### config.mk
export PLATFORM = sky130hd
export DESIGN_NAME = instr_fetch_unit
export DESIGN_NICKNAME = d
export VERILOG_FILES = /design/src/rtl/ifu_pkg.sv /design/src/rtl/ifu_fifo.sv /design/src/rtl/instr_fetch_unit.sv
export SDC_FILE = /design/constraint.sdc
export NUM_CORES = 1
export LEC_CHECK = 0
export ABC_AREA = 1
export CORE_MARGIN = 4
export CORE_UTILIZATION = 55
export CTS_CLUSTER_DIAMETER = 200
export CTS_CLUSTER_SIZE = 10
export DETAILED_ROUTE_END_ITERATION = 8
export GPL_ROUTABILITY_DRIVEN = 1
export GPL_TIMING_DRIVEN = 1
export PLACE_DENSITY = 0.79
export SYNTH_ARGS = -nofsm -noshare
export SYNTH_HDL_FRONTEND = slang
export SYNTH_SLANG_ARGS = --single-unit
### constraint.sdc
create_clock -name clk -period 4.63 [get_ports clk]
set_input_delay 0.463 -clock clk [delete_from_list [all_inputs] [get_ports clk]]
set_output_delay 0.463 -clock clk [all_outputs]
set_load 0.02 [all_outputs]
### src/rtl/ifu_pkg.sv
// Shared types and constants for the instruction fetch unit.
package ifu_pkg;

  localparam int unsigned INSTR_W    = 32;
  localparam int unsigned OPCODE_MSB = 31;
  localparam int unsigned OPCODE_LSB = 26;

  typedef enum logic [1:0] {
    IDLE,
    RUN,
    DRAIN
  } ifu_state_e;

  localparam logic [5:0] OP_RTYPE = 6'h00;
  localparam logic [5:0] OP_ADDI  = 6'h08;
  localparam logic [5:0] OP_SLTI  = 6'h0A;
  localparam logic [5:0] OP_ANDI  = 6'h0C;
  localparam logic [5:0] OP_ORI   = 6'h0D;
  localparam logic [5:0] OP_XORI  = 6'h0E;

  function automatic logic [5:0] get_opcode(input logic [INSTR_W-1:0] word);
    return word[OPCODE_MSB:OPCODE_LSB];
  endfunction

endpackage

### src/rtl/ifu_fifo.sv
// Synchronous FIFO with flush; push and pop may coincide at any occupancy, including full.
module ifu_fifo #(
  parameter int unsigned Width = 32,
  parameter int unsigned Depth = 2
) (
  input  logic                   clk_i,
  input  logic                   rst_ni,
  input  logic                   flush_i,
  input  logic                   push_i,
  input  logic [Width-1:0]       wdata_i,
  input  logic                   pop_i,
  output logic [Width-1:0]       rdata_o,
  output logic [$clog2(Depth):0] count_o,
  output logic                   full_o,
  output logic                   empty_o
);

  localparam int unsigned PtrW = $clog2(Depth);
  localparam int unsigned CntW = PtrW + 1;

  logic [Width-1:0] mem_q [Depth];
  logic [PtrW-1:0]  wptr_q, wptr_d, rptr_q, rptr_d;
  logic [CntW-1:0]  cnt_q, cnt_d;
  logic             do_push, do_pop;

  assign empty_o = (cnt_q == '0);
  assign full_o  = (cnt_q == CntW'(Depth));
  assign count_o = cnt_q;
  assign rdata_o = mem_q[rptr_q];

  assign do_pop  = pop_i && !empty_o;
  assign do_push = push_i && (!full_o || do_pop);

  always_comb begin
    wptr_d = wptr_q;
    rptr_d = rptr_q;
    cnt_d  = cnt_q;
    if (flush_i) begin
      wptr_d = '0;
      rptr_d = '0;
      cnt_d  = '0;
    end else begin
      if (do_push) wptr_d = wptr_q + PtrW'(1);
      if (do_pop)  rptr_d = rptr_q + PtrW'(1);
      unique case ({do_push, do_pop})
        2'b10:   cnt_d = cnt_q + CntW'(1);
        2'b01:   cnt_d = cnt_q - CntW'(1);
        default: cnt_d = cnt_q;
      endcase
    end
  end

  always_ff @(posedge clk_i or negedge rst_ni) begin
    if (!rst_ni) begin
      wptr_q <= '0;
      rptr_q <= '0;
      cnt_q  <= '0;
      for (int i = 0; i < Depth; i++) mem_q[i] <= '0;
    end else begin
      wptr_q <= wptr_d;
      rptr_q <= rptr_d;
      cnt_q  <= cnt_d;
      if (do_push && !flush_i) mem_q[wptr_q] <= wdata_i;
    end
  end

endmodule

### src/rtl/instr_fetch_unit.sv
// In-order instruction fetch with credit-limited requests, response buffer and redirect flush.
// Optional IFU_PERF_CNT_EN adds a fetch_cnt output counting instructions handed to decode.
module instr_fetch_unit
  import ifu_pkg::*;
#(
  parameter int unsigned        ADDR_W    = 32,
  parameter logic [ADDR_W-1:0]  RESET_PC  = '0,
  parameter int unsigned        BUF_DEPTH = 2
) (
  input  logic              clk,
  input  logic              rst_n,
  output logic              imem_req_valid,
  input  logic              imem_req_ready,
  output logic [ADDR_W-1:0] imem_req_addr,
  input  logic              imem_rsp_valid,
  input  logic [31:0]       imem_rsp_data,
  output logic              instr_valid,
  input  logic              instr_ready,
  output logic [31:0]       instr,
  output logic [ADDR_W-1:0] instr_pc,
  output logic [5:0]        opcode,
  input  logic              redirect_valid,
  input  logic [ADDR_W-1:0] redirect_pc
`ifdef IFU_PERF_CNT_EN
  ,
  output logic [31:0]       fetch_cnt
`endif
);

  localparam int unsigned CntW = $clog2(BUF_DEPTH) + 1;
  localparam int unsigned EntW = ADDR_W + INSTR_W;

  ifu_state_e        state_q, state_d;
  logic [ADDR_W-1:0] pc_q, pc_d;
  logic [CntW-1:0]   drop_cnt_q, drop_cnt_d;

  logic              req_hs, rsp_take, rsp_drop, instr_pop, credit_ok;
  logic [CntW-1:0]   tag_cnt, buf_cnt;
  logic              tag_full, tag_empty, buf_full, buf_empty;
  logic [ADDR_W-1:0] tag_pc;
  logic [EntW-1:0]   buf_rdata;

  // Outstanding requests are exactly the entries of the tag queue.
  ifu_fifo #(
    .Width (ADDR_W),
    .Depth (BUF_DEPTH)
  ) u_tag_fifo (
    .clk_i   (clk),
    .rst_ni  (rst_n),
    .flush_i (redirect_valid),
    .push_i  (req_hs),
    .wdata_i (pc_q),
    .pop_i   (rsp_take),
    .rdata_o (tag_pc),
    .count_o (tag_cnt),
    .full_o  (tag_full),
    .empty_o (tag_empty)
  );

  ifu_fifo #(
    .Width (EntW),
    .Depth (BUF_DEPTH)
  ) u_buf_fifo (
    .clk_i   (clk),
    .rst_ni  (rst_n),
    .flush_i (redirect_valid),
    .push_i  (rsp_take),
    .wdata_i ({tag_pc, imem_rsp_data}),
    .pop_i   (instr_pop),
    .rdata_o (buf_rdata),
    .count_o (buf_cnt),
    .full_o  (buf_full),
    .empty_o (buf_empty)
  );

  assign credit_ok      = ({1'b0, tag_cnt} + {1'b0, buf_cnt}) < (CntW + 1)'(BUF_DEPTH);
  assign imem_req_valid = (state_q == RUN) && credit_ok && !tag_full && !buf_full;
  assign imem_req_addr  = pc_q;
  assign req_hs         = imem_req_valid && imem_req_ready;

  assign rsp_take = imem_rsp_valid && (state_q == RUN) && !tag_empty;
  assign rsp_drop = imem_rsp_valid && (state_q == DRAIN) && (drop_cnt_q != '0);

  assign instr_valid = !buf_empty;
  assign instr_pop   = instr_valid && instr_ready;

  always_comb begin
    instr    = '0;
    instr_pc = '0;
    if (!buf_empty) begin
      instr    = buf_rdata[INSTR_W-1:0];
      instr_pc = buf_rdata[EntW-1:INSTR_W];
    end
  end

  assign opcode = get_opcode(instr);

  always_comb begin
    state_d    = state_q;
    pc_d       = pc_q;
    drop_cnt_d = drop_cnt_q;

    unique case (state_q)
      IDLE:  state_d = RUN;
      RUN:   state_d = RUN;
      DRAIN: begin
        if (rsp_drop) drop_cnt_d = drop_cnt_q - CntW'(1);
        if (drop_cnt_d == '0) state_d = RUN;
      end
      default: state_d = IDLE;
    endcase

    if (req_hs) pc_d = pc_q + ADDR_W'(4);

    // Everything still in flight after this cycle must be discarded on return.
    if (redirect_valid) begin
      pc_d       = {redirect_pc[ADDR_W-1:2], 2'b00};
      drop_cnt_d = tag_cnt + drop_cnt_q + CntW'(req_hs) - CntW'(rsp_take || rsp_drop);
      state_d    = (drop_cnt_d != '0) ? DRAIN : RUN;
    end
  end

  always_ff @(posedge clk or negedge rst_n) begin
    if (!rst_n) begin
      state_q    <= IDLE;
      pc_q       <= RESET_PC;
      drop_cnt_q <= '0;
    end else begin
      state_q    <= state_d;
      pc_q       <= pc_d;
      drop_cnt_q <= drop_cnt_d;
    end
  end

`ifdef IFU_PERF_CNT_EN
  logic [31:0] fetch_cnt_q, fetch_cnt_d;

  always_comb begin
    fetch_cnt_d = fetch_cnt_q;
    if (instr_pop) fetch_cnt_d = fetch_cnt_q + 32'd1;
  end

  always_ff @(posedge clk or negedge rst_n) begin
    if (!rst_n) fetch_cnt_q <= '0;
    else        fetch_cnt_q <= fetch_cnt_d;
  end

  assign fetch_cnt = fetch_cnt_q;
`endif

endmodule

==> impl_metrics.toml, run 1 <==
[timing]
final-hold-violation-count = 6
timing.fmax_mhz = 269
slew_headroom = 0.270
clock_skew_ns = 0.0137
final.min_clock_period_ns = 3.72
period_share = 0.804
setup_violations = 0
rsz0062_at_grt = "no"
finalHoldWorstSlack_ns = -0.00520
maxSlewViolCount = 0
worstMarginPinSlew_ns = 1.09
tns_ns = 0

[worst_setup_path]
end_kind = "output port"
crit_fanout = 33
r2r-end = "u_tag_fifo.mem_q[60]$_DFFE_PN0P_"
cp.arrival_ns = 3.26
required_ns = 4.17
setup.worst_path.end = "instr_pc[15]"
r2r_setup_slack_ns = 1.24
path_class = "reg2out"
worstRegToRegCells = 12
worstReg2RegStart = "u_tag_fifo.count_o[0]$_DFFE_PN0P_"
worstSetupStartpointType = "flop"
startpoint = "u_buf_fifo.count_o[1]$_DFFE_PN0P_"

[logic_synthesis]
synth_ff_type = "dfrtp_1"
seq_area_frac_synth = 0.506
yosys-top-cells-area = "dfrtp_1, nand2_1, o21ai_0, inv_1, a21oi_1"
yosysTopAreaCell = "dfrtp_1"
postSynthCellCount = 1440
yosysWarnings = 0
yosys.cell_types.count = 32
syn_area_per_cell_um2 = 7.77
syn_area_um2 = 11200
synth_top_area_frac = 0.506
ys_seq_elements = 226
synth-edff-count = 0
async_flop_share = 1.00

[clock_network]
ctsHoldBuffers = 0
cts_root_buffer = "clkbuf_16"
cts_setup_buffers = 0
cts_buffers = 26
cts.sinks = 226
cts_tree = "yes"
cts_resized = 0
clock_latency_ns = 0.51
clock_path_buffers = 3
clk_pin_slew_worst_paths_ns = 0.06
htreeDepth = 1

[hold_path]
hold_path_class = "in2async"

[run_status]
status = "finished, violations left"
violations = "hold timing"

[global_routing]
grtUsageTotal = 0.246
grt_first_pass_wirelength_um = 45500
grt_max_degree = 148
antenna_found_initial = 0
first_global_vias = 8952
grt_overflow = 0

[cells_and_area]
drive_gt1_frac = 0.0524
multi_input_area_um2 = 4620
nets = 1638
seqCellArea_um2 = 5660
antennaDiodeCount = 0
design_area_um2 = 13600
fillers = 1657
syn2layout_area_growth_pct = 21.4

[power]
powerDensity_nw_per_um2 = 544
peakVddDrop_v = 0.000307
leakagePower_nw = 6.66

[floorplan]
coreArea_um2 = 19700
die_area_um2 = 22700
num_rows = 51
die_x_um = 151
initial_utilization = 0.567
die_y_um = 151
pin_count = 174

[drt]
wl_per_cell_um = 15.2
ant_nets = 0
vias_per_cell = 5.31
drt_first_pass_iters = 5
vias = 9715
drc_errors = 0
drt_iter0_markers = 784
drt_wl_total_um = 27700

[place]
dp_hpwl_um = 18200
portBuffers = 167
dpl_cell_area_um2 = 12900
place_congestion = 0.974

[flow_run]
maxCapViolations = 0
==> where the power goes <==
part / total [W] / internal, W / leakage (nW) / switching, W
Clock: 0.00178 / 0.00107 / 0.348 / 0.000710
Sequential: 0.00299 / 0.00259 / 2.86 / 0.000395
Combinational: 0.00261 / 0.00109 / 3.46 / 0.00152
==> cell usage in the layout (no fill, tap or decap) <==
cell type and count:
nor2_4 3, xor2_1 8, mux2_1 10, clkinv_1 1
o21ai_0 148, nand2_2 5, o211ai_1 1, inv_2 3
mux2_2 20, o21ai_2 6, buf_12 1, nand2_1 513
nand3_2 1, clkbuf_16 27, conb_1 4, nand3_1 66
nand3b_1 1, dfrtp_1 225, o21ai_1 15, nor2_1 88
xnor2_1 3, dfrtp_2 1, nand4_1 6, nor2_2 1
or2_2 1, clkdlybuf4s50_1 166, nand4_4 1, ha_1 3
a21oi_1 94, clkbuf_1 1, clkbuf_8 1, fa_1 2
bufinv_16 1, inv_1 126, nor3_1 1, buf_4 10
==> logic make-up after synthesis <==
group,share of synthesized area
AND/OR/NAND/NOR,0.244
AO/OA/AOI/OAI,0.120
flip-flops,0.506
buffers and inverters,0.0834
multiplexers,0.0302
XOR/XNOR,0.00862
adder cells (fa/ha/maj),0.00694
other,0.000335
==> stage by stage <==
step / hold slack (ns) / cells / utilization / power, W / worst slack [ns]
final: -0.00520 / 1829 / 0.688 / 0.00738 / 0.909
after global routing: 0.0455 / 1829 / 0.688 / 0.00787 / 0.697
after CTS: 0.0164 / 1829 / 0.688 / 0.00741 / 0.906
after detailed placement: 0.455 / 1800 / 0.652 / 0.00559 / 1.30
after global placement: 0.452 / 1800 / 0.652 / 0.00551 / 1.35
after floorplan: 0.167 / 1443 / - / 0.00459 / 1.55
==> registers in the layout, summed over array words and instances (netlist names) <==
name,flops
u_buf_fifo.mem_q,124
u_buf_fifo.wptr_q,1
u_tag_fifo.count_o,2
u_buf_fifo.rptr_q,1
u_tag_fifo.wptr_q,1
drop_cnt_q,2
state_q,2
u_tag_fifo.mem_q,60
u_buf_fifo.count_o,2
imem_req_addr,30
u_tag_fifo.rptr_q,1
==> synthesized netlist by cell type, drive strengths merged, types with 2 or more instances <==
library cell / n
nor2: 92
xnor2: 3
dfrtp: 226
ha: 3
clkbuf: 37
xor2: 8
nand4: 7
buf: 49
nand2: 518
inv: 129
o21ai: 169
a21oi: 94
fa: 2
mux2: 30
nand3: 67
==> routing by layer <==
layer,global-route usage,wire [µm]
met1,0.369,12600
met2,0.384,12900
met3,0.0355,1930
met4,0.0521,384
met5,0,0
==> how the worst min path moves through the flow <==
| stage | start | slack [ns] | to | depth (start not counted) |
|---|---|---|---|---|
| 3_3_place_gp | u_tag_fifo.mem_q[36]$_DFFE_PN0P_ | 0.45 | u_tag_fifo.mem_q[36]$_DFFE_PN0P_ | 2 |
| 2_1_floorplan | rst_n | 0.17 | drop_cnt_q[0]$_DFFE_PN0P_ | 0 |
| 3_5_place_dp | u_tag_fifo.mem_q[36]$_DFFE_PN0P_ | 0.46 | u_tag_fifo.mem_q[36]$_DFFE_PN0P_ | 2 |
| 5_1_grt | rst_n | 0.05 | imem_req_addr[16]$_DFFE_PN0N_ | 1 |
| 4_1_cts | rst_n | 0.02 | imem_req_addr[21]$_DFFE_PN0N_ | 1 |
| 6_report | rst_n | -0.005 | imem_req_addr[16]$_DFFE_PN0N_ | 1 |
==> cell type report <==
type / count / share of cell area
Multi-Input combinational cell: 1001 / 0.340
Clock buffer: 28 / 0.0501
Clock inverter: 1 / 0.00221
Inverter: 130 / 0.0359
Timing Repair Buffer: 178 / 0.130
Sequential cell: 226 / 0.417
Tap cell: 265 / 0.0244
==> critical path, stage by stage, from the launching register on <==
cell	delay (ns)
dfrtp_1	0.45
nor2_2	0.06
buf_4	0.25
inv_1	0.80
o21ai_0	0.23
a21oi_1	0.27
clkdlybuf4s50_1	0.65
Note: power is estimated with default switching activity, not from simulation.
==> run 2, diff against run 1 <==
Settings changed: CORE_UTILIZATION 55 to 49, PLACE_DENSITY 0.79 to 0.75.
Clock period 4.63 ns to 3.4 ns, I/O delays scaled along.
==> impl_metrics.toml, run 2 (synthesis gave the netlist of run 1 again) <==
[run_status]
status = "completed"

[clock_network]
cts.sinks = 226
cts_tree = "yes"
cts_root_buffer = "clkbuf_16"
clock_path_buffers = 3
cts_setup_buffers = 0
cts_buffers = 26
htreeDepth = 1
clock_latency_ns = 0.51
clk_pin_slew_worst_paths_ns = 0.06

[drt]
drt_wl_total_um = 28400
ant_nets = 0
drt_iter0_markers = 648
vias_per_cell = 5.19
wl_per_cell_um = 15.2
vias = 9657
drc_errors = 0
drt_first_pass_iters = 5

[floorplan]
pin_count = 174
num_rows = 55
die_area_um2 = 25300
coreArea_um2 = 22600
die_x_um = 159
initial_utilization = 0.495
die_y_um = 159

[global_routing]
grt_max_degree = 103
grt_first_pass_wirelength_um = 47700
grtUsageTotal = 0.222
grt_overflow = 0
antenna_found_initial = 0
first_global_vias = 9514

[hold_path]
hold_start = "redirect_pc[8]"
hold_path_class = "in2reg"

[worst_setup_path]
r2r_setup_slack_ns = 0.60
startpoint = "u_tag_fifo.count_o[0]$_DFFE_PN0P_"
path_class = "reg2out"
required_ns = 3.06
worstSetupStartpointType = "flop"
end_kind = "output port"
crit_fanout = 7
worstReg2RegStart = "u_tag_fifo.count_o[0]$_DFFE_PN0P_"
cp.arrival_ns = 2.55

[cells_and_area]
final_cell_mix = "nand2_1, dfrtp_1, clkdlybuf4s50_1"
layout_commonest_cell = "nand2_1"
syn2layout_area_growth_pct = 22.8
drive_gt1_frac = 0.0590
fillers = 1940
nets = 1650
largest_reg_flops = 124
antennaDiodeCount = 0
regMostFlops = "u_buf_fifo.mem_q"

[timing]
timing.fmax_mhz = 346
tns_ns = 0
setup_violations = 0
slew_headroom = 0.407
rsz0062_at_grt = "no"
clock_skew_ns = 0.00992
worstMarginPinSlew_ns = 0.890
maxSlewViolCount = 0
period_share = 0.851
finalHoldWorstSlack_ns = 0.401
final.min_clock_period_ns = 2.89
final-hold-violation-count = 0

[place]
dp_hpwl_um = 19100
portBuffers = 167
place_congestion = 0.967

[flow_run]
maxCapViolations = 0

[power]
peakVddDrop_v = 0.000411
powerDensity_nw_per_um2 = 736
leakagePower_nw = 6.74
run 2: changes by cell type in the layout (fill, tap and decap cells not counted), sizes merged:
cell	previous run	this run
dlygate4sd3	0	1
buf	11	22
run 2: routing by layer:
metal	GRT usage	part of all wire	vias up
li1	-	-	4793
met1	0.321	0.46	4545
met2	0.353	0.46	282
met3	0.0321	0.056	37
met4	0.0600	0.022	0
met5	0	0	-
run 2: worst max-delay path: stages, from the launching register on:
cell,delay (ns)
dfrtp_1,0.47
nand2_1,0.10
inv_1,0.05
fa_1,0.43
nor2_1,0.11
nand2_1,0.09
nor2_4,0.14
clkdlybuf4s50_1,0.65
run 2: layout make-up:
type,instances,area [µm²],area share
well taps,285,357,0.0260
clock inverters,1,30.0,0.00219
clock buffers,28,679,0.0495
flip-flops and latches,226,5660,0.412
multi-input cells,1001,4620,0.336
inverters,130,488,0.0355
repair buffers,190,1900,0.138
run 2: power breakdown:
part	switching [W]	total [W]	internal [W]	leakage, nW
sequential	0.000546	0.00407	0.00353	2.86
clock	0.000990	0.00245	0.00146	0.348
combinational	0.00206	0.00358	0.00151	3.53
run 2: what timing repair did:
| action | CTS | global route |
|---|---|---|
| hold buffers | 1 | 0 |
| endpoints found under the hold margin | 98 | 0 |
| gates resized for setup | 0 | 0 |
run 2: metrics by stage:
| step | power [W] | util | area [µm²] | worst slack (ns) | std cells |
|---|---|---|---|---|---|
| 6_report | 0.0101 | 0.608 | 13700 | 0.506 | 1861 |
| 3_3_place_gp | 0.00756 | 0.576 | 13000 | 0.640 | 1831 |
| 5_1_grt | 0.0108 | 0.608 | 13700 | 0.317 | 1861 |
| 3_5_place_dp | 0.00766 | 0.576 | 13000 | 0.606 | 1831 |
| 2_1_floorplan | 0.00625 | - | 11200 | 0.323 | 1443 |
| 4_1_cts | 0.0102 | 0.608 | 13700 | 0.480 | 1861 |
run 2: final timing paths:
path                       cells past startpoint                          endpoint
min reg2reg                                    2  u_tag_fifo.mem_q[47]$_DFFE_PN0P_
max reg2reg                                   17            state_q[0]$_DFFE_PN0P_
min in group asynchronous                      2  u_buf_fifo.mem_q[83]$_DFFE_PN0P_
max                                            7                    imem_req_valid
max in group asynchronous                      3     imem_req_addr[20]$_DFFE_PN0N_
min                                            3      imem_req_addr[8]$_DFFE_PN0N_
==> RTL edit 1, RTL diff (config.mk and constraints of run 2) <==
The parameter `BUF_DEPTH` goes from 2 to 4.
--- a/src/rtl/instr_fetch_unit.sv
+++ b/src/rtl/instr_fetch_unit.sv
@@ -5,7 +5,7 @@
 #(
   parameter int unsigned        ADDR_W    = 32,
   parameter logic [ADDR_W-1:0]  RESET_PC  = '0,
-  parameter int unsigned        BUF_DEPTH = 2
+  parameter int unsigned        BUF_DEPTH = 4
 ) (
   input  logic              clk,
   input  logic              rst_n,
Formal check against the unedited RTL: not equivalent (a bounded check fails within 4 cycles, from zero or initial values and one cycle with rst_n low).
==> RTL edit 1 against run 2 <==
  * Clock power up 77%
  * Sequential cell count up 191
  * Sequential power up 50%
  * Setup slack worse by 0.16 ns
  * Total power up 57%
  * Synthesized area up 81%
  * Final area up 69%
  * Wire length up 92%
  * Critical path type unchanged
  * Largest cell class unchanged
  * Highest routed layer unchanged
==> RTL edit 1: results (changes against run 2) <==
Multi-input comb cells=1709 (+71%); area of the multi-input gates=8020 µm² (+74%); Worst Setup SP=u_buf_fifo.rptr_q[1]; Synth top cells by count=nand2_1, o21ai_0, dfrtp_1, inv_1, a21oi_1; hold path endpoint=u_tag_fifo.rptr_q[0]; r2r startpoint=u_tag_fifo.count_o[2]; Core Area=40800 µm² (+81%); worst-path fanout max=62 (+55); FF-to-FF path depth=16 (-1); Largest register FFs=248 (+100%); Total Nets Final=2670 (+62%); clock skew=0.0163 ns (+0.00635 ns); Clock Sinks=417 (+85%); top post-synthesis cells by area=dfrtp_1, nand2_1, o21ai_0; inverters=205 (+58%); mux share of post-synthesis cell area=0.0495% (-3.0 points); layout cells sized above 1=4.22% (-1.7 points); post-synthesis adder-cell area fraction=1.32% (+0.63 points); pin count of the biggest net entering global routing=126 (+22%); sequential fraction of the synthesis area=51.6% (+1.1 points); post-synth cell types=36 (+13%); overall power=15.8 mW (+57%); slowest stage delay, CP=0.67 ns (+0.02 ns); Clk network pwr share=27.3% (+3.0 points); sequential share of cell area=44.9% (+3.7 points); Synth Area in XOR/XNOR=0.823% (-0.038 points); Post-DP Area=22000 µm² (+69%); Lkg Pwr=11.2 nW (+67%); hold path depth=5 (+2); first-pass GRT wire length=89200 µm (+87%); R2R Setup Slk=0.36 ns (-0.24 ns); CP endpoint=instr_pc[15]; compound-cell area share of the yosys netlist=20.4% (+8.4 points); status=complete, no violations; max_slew headroom=38.2% (-2.5 points); Comb group=5.43 mW (+52%); vias=17.6k (+82%); CLK BUF=49 (+75%); Post-Route WL=54600 µm (+92%); NetSw=5.72 mW (+59%); worst skew pair latency=0.57 ns (+0.06 ns); DRT iter0 DRCs=1967 (+200%); fillcell total=3639 (+88%); Placer Congestion=0.888 (-8.1%)
[RTL edit 1: repair_timing]
item,in CTS,in global routing
endpoints found under the setup margin,0,6
resized for setup,0,2
hold endpoints to repair,83,0
hold buffers,1,0
[RTL edit 1: through the flow]
stage	std cells	hold slack [ns]
2_1_floorplan	2506	0.0444
3_3_place_gp	3063	0.415
3_5_place_dp	3063	0.424
4_1_cts	3117	0.240
5_1_grt	3117	0.309
6_report	3117	0.267
[RTL edit 1: worst reg2reg max path: stages, from the launching register on]
cell	delay, ns
dfrtp_1	0.44
ha_1	0.31
nor2_1	0.08
nand2_1	0.06
nor2_1	0.18
nand3_2	0.22
ha_1	0.36
fa_1	0.36
inv_1	0.08
fa_1	0.21
xor2_1	0.15
o21ai_0	0.09
nand2_1	0.08
nand3_1	0.09
o21ai_0	0.16
nand2_1	0.07
inv_1	0.05
[RTL edit 1: layer usage]
layer,track usage [%],wire [µm]
met4,7.02,1120
met2,39.3,25300
met1,34.1,23900
met5,0,0
met3,4.05,4210
==> RTL edit 2, RTL diff (config.mk and constraints of run 2) <==
Without the edit above. Re-encode `ifu_state_e` (3 states) as one-hot, 3 bits wide.
--- a/src/rtl/ifu_pkg.sv
+++ b/src/rtl/ifu_pkg.sv
@@ -5,10 +5,10 @@
   localparam int unsigned OPCODE_MSB = 31;
   localparam int unsigned OPCODE_LSB = 26;
 
-  typedef enum logic [1:0] {
-    IDLE,
-    RUN,
-    DRAIN
+  typedef enum logic [2:0] {
+    IDLE  = 3'b001,
+    RUN   = 3'b010,
+    DRAIN = 3'b100
   } ifu_state_e;
 
   localparam logic [5:0] OP_RTYPE = 6'h00;
Formal check against the unedited RTL: no difference found for any inputs over 4 cycles, from zero or initial values and one cycle with rst_n low; so few cycles prove little.
==> RTL edit 2 against run 2 <==
  * Final area shrank 0.16%
  * Synthesized area fell by 0.11%
  * Sequential cell count is 1 higher
  * Setup slack worse by 0.064 ns
  * Wire length fell by 0.51%
  * Total power shrank 17%
  * Critical path depth decreased by 3
  * Non-clock buffer count decreased by 2
  * Critical endpoint is now instr[11]
  * Largest power group unchanged
==> RTL edit 2: results (changes against run 2) <==
Lkg Pwr=6.37 nW (-5.5%); Total GRT Usage=21.9% (-0.29 points); met1 wire length=13300 µm (+1.2%); Antenna diodes=0 (unchanged); Largest register FFs=124 (unchanged); clock skew=0.0121 ns (+0.00222 ns); CTS Hold Buffers Added=1 (unchanged); H-tree depth=1 (unchanged); DRT iter0 DRCs=868 (+34%); register area=5680 µm² (+0.46%); vias=9871 (+2.2%); Longest Clk Path Bufs=3 (unchanged); IO buf count=167 (unchanged); first-pass GRT wire length=47100 µm (-1.1%); top post-synthesis cells by area=dfrtp_1, nand2_1, o21ai_0; Worst IR Drop VDD=0.330 mV (-20%); first-pass detailed-route iteration total=8 (+3); post_cts resized=0 (unchanged); DR WL met3=1810 µm (+13%); pin count of the biggest net entering global routing=125 (+21%); met2 Resource Use GR=34.8% (-0.57 points); inverters=101 (-22%); Top Layer Used=met4; ys flop type=dfrtp_1; M3 GR Usage=3.42% (+0.21 points); DP Wirelength=18800 µm (-1.5%); worst-path fanout max=29 (+22); vias in the first global route=9534 (+0.21%); layout cells sized above 1=4.05% (-1.9 points); fillcell total=1930 (-0.52%); Non-clk bufs=188 (-1.1%); Num CTS Buffers=26 (unchanged); num sequential=227 (+0.44%); WP data arrival=2.62 ns (+0.07 ns); Multi-input comb cells=1037 (+3.6%); area of the multi-input gates=4710 µm² (+2.0%); Placer Congestion=1.06 (+9.8%); DR WL/cell=15.2 µm (-0.57%); Biggest register=u_buf_fifo.mem_q; Total Nets Final=1656 (+0.36%); M1 GR Usage=32.0% (-0.083 points); Data buffer area share=13.8% (about the same); Post-CTS Repair Setup Buffers=0 (unchanged); Synthesis Warnings=0 (unchanged); Synth top cells by count=nand2_1, dfrtp_1, o21ai_0, nand3_1, inv_1; max_slew headroom=24.5% (-16 points); clk root buf=clkbuf_16; status=complete, no violations; met2 WL=12600 µm (-2.4%); sequential fraction of the synthesis area=50.9% (+0.29 points); Clock Network Area Fraction=4.99% (-0.17 points); Worst-path clk slew=0.06 ns (about the same)
==> RTL edit 2: worst paths after layout <==
path | startpoint | endpoint | slack (ns) | cells past startpoint
setup / recovery | u_buf_fifo.count_o[1] | instr[11] | 0.44 | 4
hold / removal | redirect_pc[7] | imem_req_addr[7] | 0.40 | 3
setup reg to reg | u_tag_fifo.count_o[0] | drop_cnt_q[1] | 0.49 | 14
hold reg to reg | u_tag_fifo.mem_q[59] | u_tag_fifo.mem_q[59] | 0.47 | 2
max in group asynchronous | rst_n | u_buf_fifo.mem_q[66] | 2.04 | 4
min in group asynchronous | rst_n | u_buf_fifo.mem_q[91] | 0.41 | 2
==> RTL edit 2: logic make-up after synthesis <==
kind of cell               Yosys count  share of synthesized area, %
and+or+nand+nor                    761                          27.5
muxes                               30                          2.69
buffers and inverters              189                          7.19
DFF                                227                          50.9
AOI/OAI and AO/OA                  228                          10.3
adders and majority gates            5                         0.694
xor gates and xnor gates             9                         0.706
other                                1                        0.0336
==> RTL edit 2: power breakdown <==
part	internal [mW]	switching [mW]
sequential	3.23	0.411
clock	1.39	0.980
combinational	1.00	1.42
total	5.62	2.82
==> RTL edit 2: worst max-delay path, cell delays in order, from the launching register on <==
cell,delay (ns)
dfrtp_1,0.47
nor2_4,0.66
buf_4,0.33
a21oi_1,0.08
clkdlybuf4s50_1,0.54
==> RTL edit 2: per-stage QoR <==
step	area, µm²	std cells	setup WS (ns)	power, mW
after floorplan	11200	1453	0.316	5.10
after global placement	13000	1832	0.589	6.01
after detailed placement	13000	1832	0.482	6.10
after CTS	13700	1862	0.401	8.50
after global routing	13700	1862	0.209	8.96
final	13700	1862	0.442	8.43
